[config.mk]
export PLATFORM = sky130hd
export DESIGN_NAME = conn_ctrl_arbiter_flat
export DESIGN_NICKNAME = d
export VERILOG_FILES = /design/src/rtl/conn_ctrl_pkg.sv /design/src/rtl/conn_ctrl_arbiter_if.sv /design/src/rtl/rr_arbiter.sv /design/src/rtl/conn_ctrl_arbiter.sv /design/src/flat_wrapper.sv
export SDC_FILE = /design/constraint.sdc
export NUM_CORES = 1
export LEC_CHECK = 0
export CAP_MARGIN = 20
export CELL_PAD_IN_SITES_DETAIL_PLACEMENT = 1
export CELL_PAD_IN_SITES_GLOBAL_PLACEMENT = 1
export CORE_UTILIZATION = 32
export CTS_CLUSTER_SIZE = 40
export DETAILED_ROUTE_END_ITERATION = 8
export PLACE_DENSITY_LB_ADDON = 0.2
export SYNTH_ARGS = -nofsm -noshare
export SYNTH_HDL_FRONTEND = slang
export SYNTH_SLANG_ARGS = --single-unit
[constraint.sdc]
create_clock -name clk -period 8.1 [get_ports clk]
set_input_delay 1.215 -clock clk [delete_from_list [all_inputs] [get_ports clk]]
set_output_delay 1.215 -clock clk [all_outputs]
set_load 0.02 [all_outputs]
[src/rtl/conn_ctrl_pkg.sv]
// conn_ctrl_pkg: shared types for the connection-manager control-port arbiter
package conn_ctrl_pkg;
    localparam int CTRL_KEY_W = 32;
    typedef enum logic [1:0] {IDLE, ISSUE, WAIT, RESP} conn_ctrl_state_t;
    typedef struct packed {
        logic [CTRL_KEY_W-1:0] key;
        logic                  activate;
    } conn_ctrl_req_t;
endpackage

[src/rtl/conn_ctrl_arbiter_if.sv]
// conn_ctrl_arbiter_if: requester-side and manager-side control/response handshakes
interface conn_ctrl_arbiter_if
    import conn_ctrl_pkg::*;
#(
    parameter int NUM_REQ = 4,
    parameter int KEY_W   = CTRL_KEY_W
);
    logic [NUM_REQ-1:0]       req_valid;
    logic [NUM_REQ*KEY_W-1:0] req_key;
    logic [NUM_REQ-1:0]       req_activate;
    logic [NUM_REQ-1:0]       req_ready;
    logic [NUM_REQ-1:0]       resp_valid;
    logic [NUM_REQ-1:0]       resp_ready;
    logic                     resp_ack;
    logic                     resp_full;
    logic                     resp_timeout;
    logic                     m_ctrl_valid;
    logic [KEY_W-1:0]         m_ctrl_key;
    logic                     m_ctrl_activate;
    logic                     m_ctrl_ready;
    logic                     s_resp_valid;
    logic                     s_resp_ack;
    logic                     s_resp_full;
    logic                     s_resp_ready;
    logic                     stale_drop;
    modport slave (
        input  req_valid, req_key, req_activate, resp_ready, m_ctrl_ready,
               s_resp_valid, s_resp_ack, s_resp_full,
        output req_ready, resp_valid, resp_ack, resp_full, resp_timeout,
               m_ctrl_valid, m_ctrl_key, m_ctrl_activate, s_resp_ready, stale_drop
    );
    modport master (
        output req_valid, req_key, req_activate, resp_ready, m_ctrl_ready,
               s_resp_valid, s_resp_ack, s_resp_full,
        input  req_ready, resp_valid, resp_ack, resp_full, resp_timeout,
               m_ctrl_valid, m_ctrl_key, m_ctrl_activate, s_resp_ready, stale_drop
    );
endinterface

[src/rtl/rr_arbiter.sv]
// rr_arbiter: combinational round-robin pick starting the search at ptr_i
module rr_arbiter #(
    parameter int N  = 4,
    parameter int IW = $clog2(N)
) (
    input  logic [N-1:0]  req_i,
    input  logic [IW-1:0] ptr_i,
    output logic [N-1:0]  gnt_o,
    output logic [IW-1:0] gnt_idx_o
);
    logic          found;
    logic [IW-1:0] j;
    always_comb begin
        gnt_o     = '0;
        gnt_idx_o = '0;
        found     = 1'b0;
        j         = '0;
        for (int k = 0; k < N; k++) begin
            j = IW'((int'(ptr_i) + k) % N);
            if (!found && req_i[j]) begin
                found     = 1'b1;
                gnt_o[j]  = 1'b1;
                gnt_idx_o = j;
            end
        end
    end
endmodule

[src/rtl/conn_ctrl_arbiter.sv]
// conn_ctrl_arbiter: round-robin share of the manager control port, one transaction in flight, with watchdog
module conn_ctrl_arbiter
    import conn_ctrl_pkg::*;
#(
    parameter int NUM_REQ = 4,
    parameter int KEY_W   = CTRL_KEY_W,
    parameter int TIMEOUT = 255
) (
    input logic clk,
    input logic rst,
    conn_ctrl_arbiter_if.slave bus
);
    localparam int IW = $clog2(NUM_REQ);
    localparam int TW = TIMEOUT > 0 ? $clog2(TIMEOUT + 1) : 1;

    conn_ctrl_state_t              state_q;
    conn_ctrl_req_t                req_q;
    logic [IW-1:0]                 rr_ptr_q, rr_ptr_d, gnt_q, gnt_idx;
    logic [NUM_REQ-1:0]            gnt_oh;
    logic [NUM_REQ-1:0][KEY_W-1:0] keys;
    logic [TW-1:0]                 timer_q;
    logic                          ack_q, full_q, to_q, stale_q;

    rr_arbiter #(.N(NUM_REQ)) u_rr (
        .req_i     (bus.req_valid),
        .ptr_i     (rr_ptr_q),
        .gnt_o     (gnt_oh),
        .gnt_idx_o (gnt_idx)
    );

    assign keys                = bus.req_key;
    assign rr_ptr_d            = (gnt_q == IW'(NUM_REQ - 1)) ? '0 : gnt_q + 1'b1;
    assign bus.req_ready       = (state_q == IDLE) ? gnt_oh : '0;
    assign bus.resp_valid      = (state_q == RESP) ? NUM_REQ'(1) << gnt_q : '0;
    assign bus.resp_ack        = ack_q;
    assign bus.resp_full       = full_q;
    assign bus.resp_timeout    = to_q;
    assign bus.m_ctrl_valid    = state_q == ISSUE;
    assign bus.m_ctrl_key      = KEY_W'(req_q.key);
    assign bus.m_ctrl_activate = req_q.activate;
    assign bus.s_resp_ready    = state_q == IDLE || state_q == WAIT;
    assign bus.stale_drop      = stale_q;

    always_ff @(posedge clk or posedge rst) begin
        if (rst) begin
            state_q  <= IDLE;
            req_q    <= '0;
            rr_ptr_q <= '0;
            gnt_q    <= '0;
            timer_q  <= '0;
            ack_q    <= 1'b0;
            full_q   <= 1'b0;
            to_q     <= 1'b0;
            stale_q  <= 1'b0;
        end else begin
            // nobody is waiting for a response while idle, so it can only be stale
            stale_q <= state_q == IDLE && bus.s_resp_valid;
            case (state_q)
                IDLE: if (|bus.req_valid) begin
                    gnt_q          <= gnt_idx;
                    req_q.key      <= CTRL_KEY_W'(keys[gnt_idx]);
                    req_q.activate <= bus.req_activate[gnt_idx];
                    state_q        <= ISSUE;
                end
                ISSUE: if (bus.m_ctrl_ready) begin
                    timer_q <= '0;
                    state_q <= WAIT;
                end
                WAIT: if (bus.s_resp_valid) begin
                    ack_q   <= bus.s_resp_ack;
                    full_q  <= bus.s_resp_full;
                    to_q    <= 1'b0;
                    state_q <= RESP;
                end else if (TIMEOUT != 0 && timer_q == TW'(TIMEOUT - 1)) begin
                    ack_q   <= 1'b0;
                    full_q  <= 1'b0;
                    to_q    <= 1'b1;
                    state_q <= RESP;
                end else begin
                    timer_q <= (timer_q == '1) ? timer_q : timer_q + 1'b1;
                end
                RESP: if (bus.resp_ready[gnt_q]) begin
                    rr_ptr_q <= rr_ptr_d;
                    state_q  <= IDLE;
                end
                default: state_q <= IDLE;
            endcase
        end
    end
endmodule
[src/flat_wrapper.sv]
// flat-port wrapper written by rule: the top's interface ports become plain ports
module conn_ctrl_arbiter_flat import conn_ctrl_pkg::*;
#(
    parameter int NUM_REQ = 4,
    parameter int KEY_W   = CTRL_KEY_W,
    parameter int TIMEOUT = 255
)
  (clk, rst, bus_req_valid, bus_req_key, bus_req_activate, bus_resp_ready, bus_m_ctrl_ready, bus_s_resp_valid, bus_s_resp_ack, bus_s_resp_full, bus_req_ready, bus_resp_valid, bus_resp_ack, bus_resp_full, bus_resp_timeout, bus_m_ctrl_valid, bus_m_ctrl_key, bus_m_ctrl_activate, bus_s_resp_ready, bus_stale_drop);
  conn_ctrl_arbiter_if #(.NUM_REQ(NUM_REQ), .KEY_W(KEY_W)) bus_i ();
  input logic clk;
  input logic rst;
  input wire logic [$bits(bus_i.req_valid)-1:0] bus_req_valid;
  input wire logic [$bits(bus_i.req_key)-1:0] bus_req_key;
  input wire logic [$bits(bus_i.req_activate)-1:0] bus_req_activate;
  input wire logic [$bits(bus_i.resp_ready)-1:0] bus_resp_ready;
  input wire logic [$bits(bus_i.m_ctrl_ready)-1:0] bus_m_ctrl_ready;
  input wire logic [$bits(bus_i.s_resp_valid)-1:0] bus_s_resp_valid;
  input wire logic [$bits(bus_i.s_resp_ack)-1:0] bus_s_resp_ack;
  input wire logic [$bits(bus_i.s_resp_full)-1:0] bus_s_resp_full;
  output wire logic [$bits(bus_i.req_ready)-1:0] bus_req_ready;
  output wire logic [$bits(bus_i.resp_valid)-1:0] bus_resp_valid;
  output wire logic [$bits(bus_i.resp_ack)-1:0] bus_resp_ack;
  output wire logic [$bits(bus_i.resp_full)-1:0] bus_resp_full;
  output wire logic [$bits(bus_i.resp_timeout)-1:0] bus_resp_timeout;
  output wire logic [$bits(bus_i.m_ctrl_valid)-1:0] bus_m_ctrl_valid;
  output wire logic [$bits(bus_i.m_ctrl_key)-1:0] bus_m_ctrl_key;
  output wire logic [$bits(bus_i.m_ctrl_activate)-1:0] bus_m_ctrl_activate;
  output wire logic [$bits(bus_i.s_resp_ready)-1:0] bus_s_resp_ready;
  output wire logic [$bits(bus_i.stale_drop)-1:0] bus_stale_drop;
  assign bus_i.req_valid = bus_req_valid;
  assign bus_i.req_key = bus_req_key;
  assign bus_i.req_activate = bus_req_activate;
  assign bus_i.resp_ready = bus_resp_ready;
  assign bus_i.m_ctrl_ready = bus_m_ctrl_ready;
  assign bus_i.s_resp_valid = bus_s_resp_valid;
  assign bus_i.s_resp_ack = bus_s_resp_ack;
  assign bus_i.s_resp_full = bus_s_resp_full;
  assign bus_req_ready = bus_i.req_ready;
  assign bus_resp_valid = bus_i.resp_valid;
  assign bus_resp_ack = bus_i.resp_ack;
  assign bus_resp_full = bus_i.resp_full;
  assign bus_resp_timeout = bus_i.resp_timeout;
  assign bus_m_ctrl_valid = bus_i.m_ctrl_valid;
  assign bus_m_ctrl_key = bus_i.m_ctrl_key;
  assign bus_m_ctrl_activate = bus_i.m_ctrl_activate;
  assign bus_s_resp_ready = bus_i.s_resp_ready;
  assign bus_stale_drop = bus_i.stale_drop;
  conn_ctrl_arbiter #(.NUM_REQ(NUM_REQ), .KEY_W(KEY_W), .TIMEOUT(TIMEOUT)) u_core (.clk(clk), .rst(rst), .bus(bus_i));
endmodule
==> flow_summary.rst <==
.. list-table::
   :header-rows: 1

   * - Metric
     - Value
   * - Run status
     - finished clean
   * - Latest clock arrival within the worst-skew pair
     - 0.29 ns
   * - Worst-case hold path end point
     - u_core.bus.m_ctrl_key[11]
   * - Total wirelength of the detailed-routed design
     - 12200 um
   * - Unrepaired setup endpoints after global routing
     - no
   * - Capture instance of the worst register-to-register path
     - u_core.bus.m_ctrl_key[21]
   * - Unique masters post-synth
     - 49
   * - Cell breakdown of the critical path
     - clkdlybuf4s50_1 -> mux4_2 -> nor2b_4 -> a22oi_1 -> nor2_1 -> a221oi_1 -> nor2b_1 -> clkdlybuf4s50_1
   * - Sink count of the clock tree
     - 51
   * - Switching part of the total
     - 0.434
   * - Wire length of the first global-routing pass
     - 19800 um
   * - Top-area cell type share of the netlist area
     - 0.338
   * - Die Width
     - 111 um
   * - Internal power component
     - 1.22 mW
   * - Residual DRC
     - 0
   * - Maximum Capacitance Violations
     - 0
   * - Post-route non-filler standard cell count
     - 671
   * - Number of H-tree branching levels
     - 2
   * - Arrival time at the worst endpoint
     - 3.78 ns
   * - Post-layout nets
     - 690
   * - EDFF count, synth
     - 0
   * - Num ports
     - around 190
   * - Worst clock skew
     - 0.00729 ns
   * - Count of endpoints failing setup in the final report
     - 0
   * - Number of hold violations in the final report
     - 0
   * - Critical path's slowest cell
     - mux4_2
   * - Number of DRC violations after detailed-routing iteration 0
     - about 110
   * - Leading cell types by count after synthesis
     - mux2i_1 (71), dfrtp_1 (51), nand2_1 (43)
   * - Clock network fraction of design power
     - 0.127
   * - IR drop worst, VDD
     - 0.169 mV
   * - Dominant cell type by count on the critical path
     - clkdlybuf4s50_1
   * - Actual slew at the worst max-slew pin
     - around 1.1 ns
   * - Maximum number of pins on one net before global-route repair
     - 64
   * - Starting Density
     - 0.330
   * - Total instance count after detailed placement
     - 662
   * - Initial antenna violation count
     - 0
   * - Sequential-to-total area share from yosys stat
     - 0.338
   * - Worst stage delay on the critical path
     - roughly 0.66 ns
   * - Pins Over Slew Limit
     - 0
   * - Maximum achievable frequency
     - 200 MHz
   * - Synth Instances
     - 349
   * - Hold Worst Slack
     - 0.493 ns
   * - Reg-to-reg critical path startpoint
     - u_core.rr_ptr_q[0]
   * - IO Port Bufs
     - 192
   * - Vias after detailed routing
     - between 3000 and 4000
   * - Required time of the critical path
     - 6.88 ns
   * - Detailed-router iteration count before antenna repair
     - 4
   * - Post-CTS sizing
     - 0
   * - Ratio of total power to cell area
     - 363 mW/mm^2
   * - Worst Setup Start Kind
     - primary input
   * - Mean cell area of the mapped netlist
     - 10.8 um^2
   * - Bufs on Longest Clock Path
     - 2
   * - Worst Hold Depth
     - 2
   * - Number of cells on the worst reg-to-reg path
     - 9
   * - Clock-pin slew on the worst setup and hold paths
     - roughly 0.07 ns
   * - Antenna cells
     - 0
   * - Total half-perimeter wirelength after legalization and detailed placement
     - 9350 um
   * - Highest net fanout along the worst path
     - 12
   * - Share of power burned in combinational logic
     - 0.660
   * - Crit share post-route
     - 0.616
   * - Number of warnings printed during yosys synthesis
     - 0
   * - Number of hold buffers added after CTS
     - 0
   * - Antenna-violating nets left
     - 0
   * - Std-Cell Core Area
     - 0.0115 mm^2
   * - Via-to-Cell Ratio
     - 5.13
   * - Number of rows created at floorplan
     - 39
   * - Dominant cell type by area after synthesis
     - dfrtp_1
   * - Via count of the first global-routing pass
     - 3703
   * - Vertical die dimension
     - 111 um
   * - Startpoint of the worst setup timing path
     - bus_req_valid[0]
   * - Combined area of all synthesized cells
     - 0.00378 mm^2
   * - Buffers inserted by post-CTS timing repair
     - 0
   * - Worst hold path class
     - flop to flop
   * - Net switching component of the power
     - 0.936 mW
   * - Share of cells above drive strength 1
     - 0.106
   * - Sequential cell fraction of total power
     - 0.213
   * - Number of inserted filler cells in the final layout
     - 1242
   * - Number of nets in the synthesized netlist
     - 512
   * - Async set-reset flop share out of synthesis
     - 1.00
   * - Largest cells by area after synthesis
     - dfrtp_1 (34%), mux2i_1 (19%), o221ai_2 (12%)
   * - GRT Util Overall
     - 0.201
   * - Num CTS Buffers
     - 5
   * - Category of the critical setup timing path
     - primary input to output pin
   * - Leakage power figure
     - about 2.4 nW
   * - Final total negative setup slack
     - 0 ns
   * - Endpoint class of the critical path
     - output pin
   * - Predominant post-synthesis flop cell
     - dfrtp_1
   * - Post-layout min period
     - 4.99 ns
   * - Normalized max-slew margin
     - 0.275
   * - Average detailed-routed wire length per instance
     - 18.2 um
   * - Area growth syn-to-layout
     - 57.2%
   * - Hold path startpoint
     - u_core.bus.m_ctrl_key[11]
   * - Clock tree from TritonCTS
     - built
   * - Library cell with the highest instance count after synthesis
     - mux2i_1
   * - Weighted congestion at the end of routability-driven global placement
     - 0.786
   * - Total power after layout
     - about 2.2 mW
   * - Number of flip-flops and latches in the synthesized netlist
     - between 50 and 60
   * - Worst-case register-to-register setup slack
     - 4.31 ns
   * - Remaining Overflow, GRT
     - 0
   * - Root Driver
     - clkbuf_16
   * - Full die area
     - 0.0123 mm^2
routing by layer:
layer / part of all wire / track usage
met4: 0.011 / 0.0400
met3: 0.044 / 0.0355
met1: 0.41 / 0.240
met5: 0 / 0
met2: 0.54 / 0.376
power by group through the flow:
stage                     clock network, mW  registers, mW  logic, mW
final                                 0.273          0.459       1.42
after global routing                  0.289          0.475       1.54
after CTS                             0.280          0.460       1.44
after detailed placement                  0          0.462       1.43
after global placement                    0          0.455       1.38
after floorplan                           0          0.542      0.914
cells in the final DEF, fill, tap and decap left out, types with 2 or more instances in the layout:
cell type	count
nor3_1	2
or2_2	2
a22oi_1	4
mux2i_1	71
mux2_2	2
xor2_1	5
nand2_1	43
a221oi_1	4
inv_1	11
o21ai_0	5
nand4_1	6
a21oi_1	4
nor2b_1	7
and2_1	5
o221ai_1	4
dfrtp_1	51
o221ai_2	30
nand2b_1	2
a32o_1	2
buf_12	2
ha_1	17
buf_4	3
mux4_2	3
nor2_1	18
bufinv_16	2
clkbuf_16	5
clkdlybuf4s50_1	192
and3_1	2
nand3_1	2
worst max-delay path, delay by kind of cell:
| kind | cells | cell delay, ns |
|---|---|---|
| simple gates | 3 | 0.47 |
| buf+inv | 2 | 1.27 |
| mux | 1 | 0.66 |
| compound gates | 2 | 0.16 |
cells by family (layout without fill, tap and decap cells):
family                   count (synthesis)  count (layout)  share of synthesized area
multiplexers                            76              76                      0.212
AND/OR/NAND/NOR                         96              96                      0.122
adder cells (fa/ha/maj)                 17              17                     0.0563
XOR/XNOR                                 6               6                     0.0139
buffers and inverters                   38             217                     0.0682
flip-flops                              51              51                      0.338
AO/OA/AOI/OAI                           65              65                      0.190
metrics by stage:
step | util | area, um^2 | setup WS, ns
global placement | 0.498 | 5710 | 3.30
floorplan | - | 3780 | 4.26
CTS | 0.516 | 5920 | 3.11
finish | 0.518 | 5940 | 3.11
global route | 0.518 | 5940 | 2.95
detailed placement | 0.500 | 5730 | 3.11
registers in the layout, summed over array words and instances (netlist names):
name,count
u_core.bus.m_ctrl_key,32
u_core.bus.stale_drop,1
u_core.gnt_q,2
u_core.bus.resp_timeout,1
u_core.bus.m_ctrl_activate,1
u_core.bus.resp_ack,1
u_core.rr_ptr_q,2
u_core.state_q,2
u_core.bus.resp_full,1
u_core.timer_q,8
worst max-delay path by stage:
stage,endpoint,slack [ns],depth (start not counted)
finish,bus_req_ready[1],3.11,8
global placement,bus_req_ready[0],3.30,8
floorplan,bus_req_ready[3],4.26,7
detailed placement,bus_req_ready[1],3.11,8
CTS,bus_req_ready[1],3.11,8
global route,bus_req_ready[0],2.95,7
cell type report:
| cell class | count | area [um^2] | share of cell area |
|---|---|---|---|
| Multi-Input combinational cell | 260 | 2270 | 0.382 |
| Timing Repair Buffer | 197 | 1980 | 0.334 |
| Sequential cell | 51 | 1280 | 0.215 |
| Tap cell | 143 | 179 | 0.0301 |
| Clock buffer | 6 | 129 | 0.0217 |
| Clock inverter | 2 | 60.1 | 0.0101 |
| Inverter | 12 | 45.0 | 0.00758 |
Power figures use the tool's default switching activity.
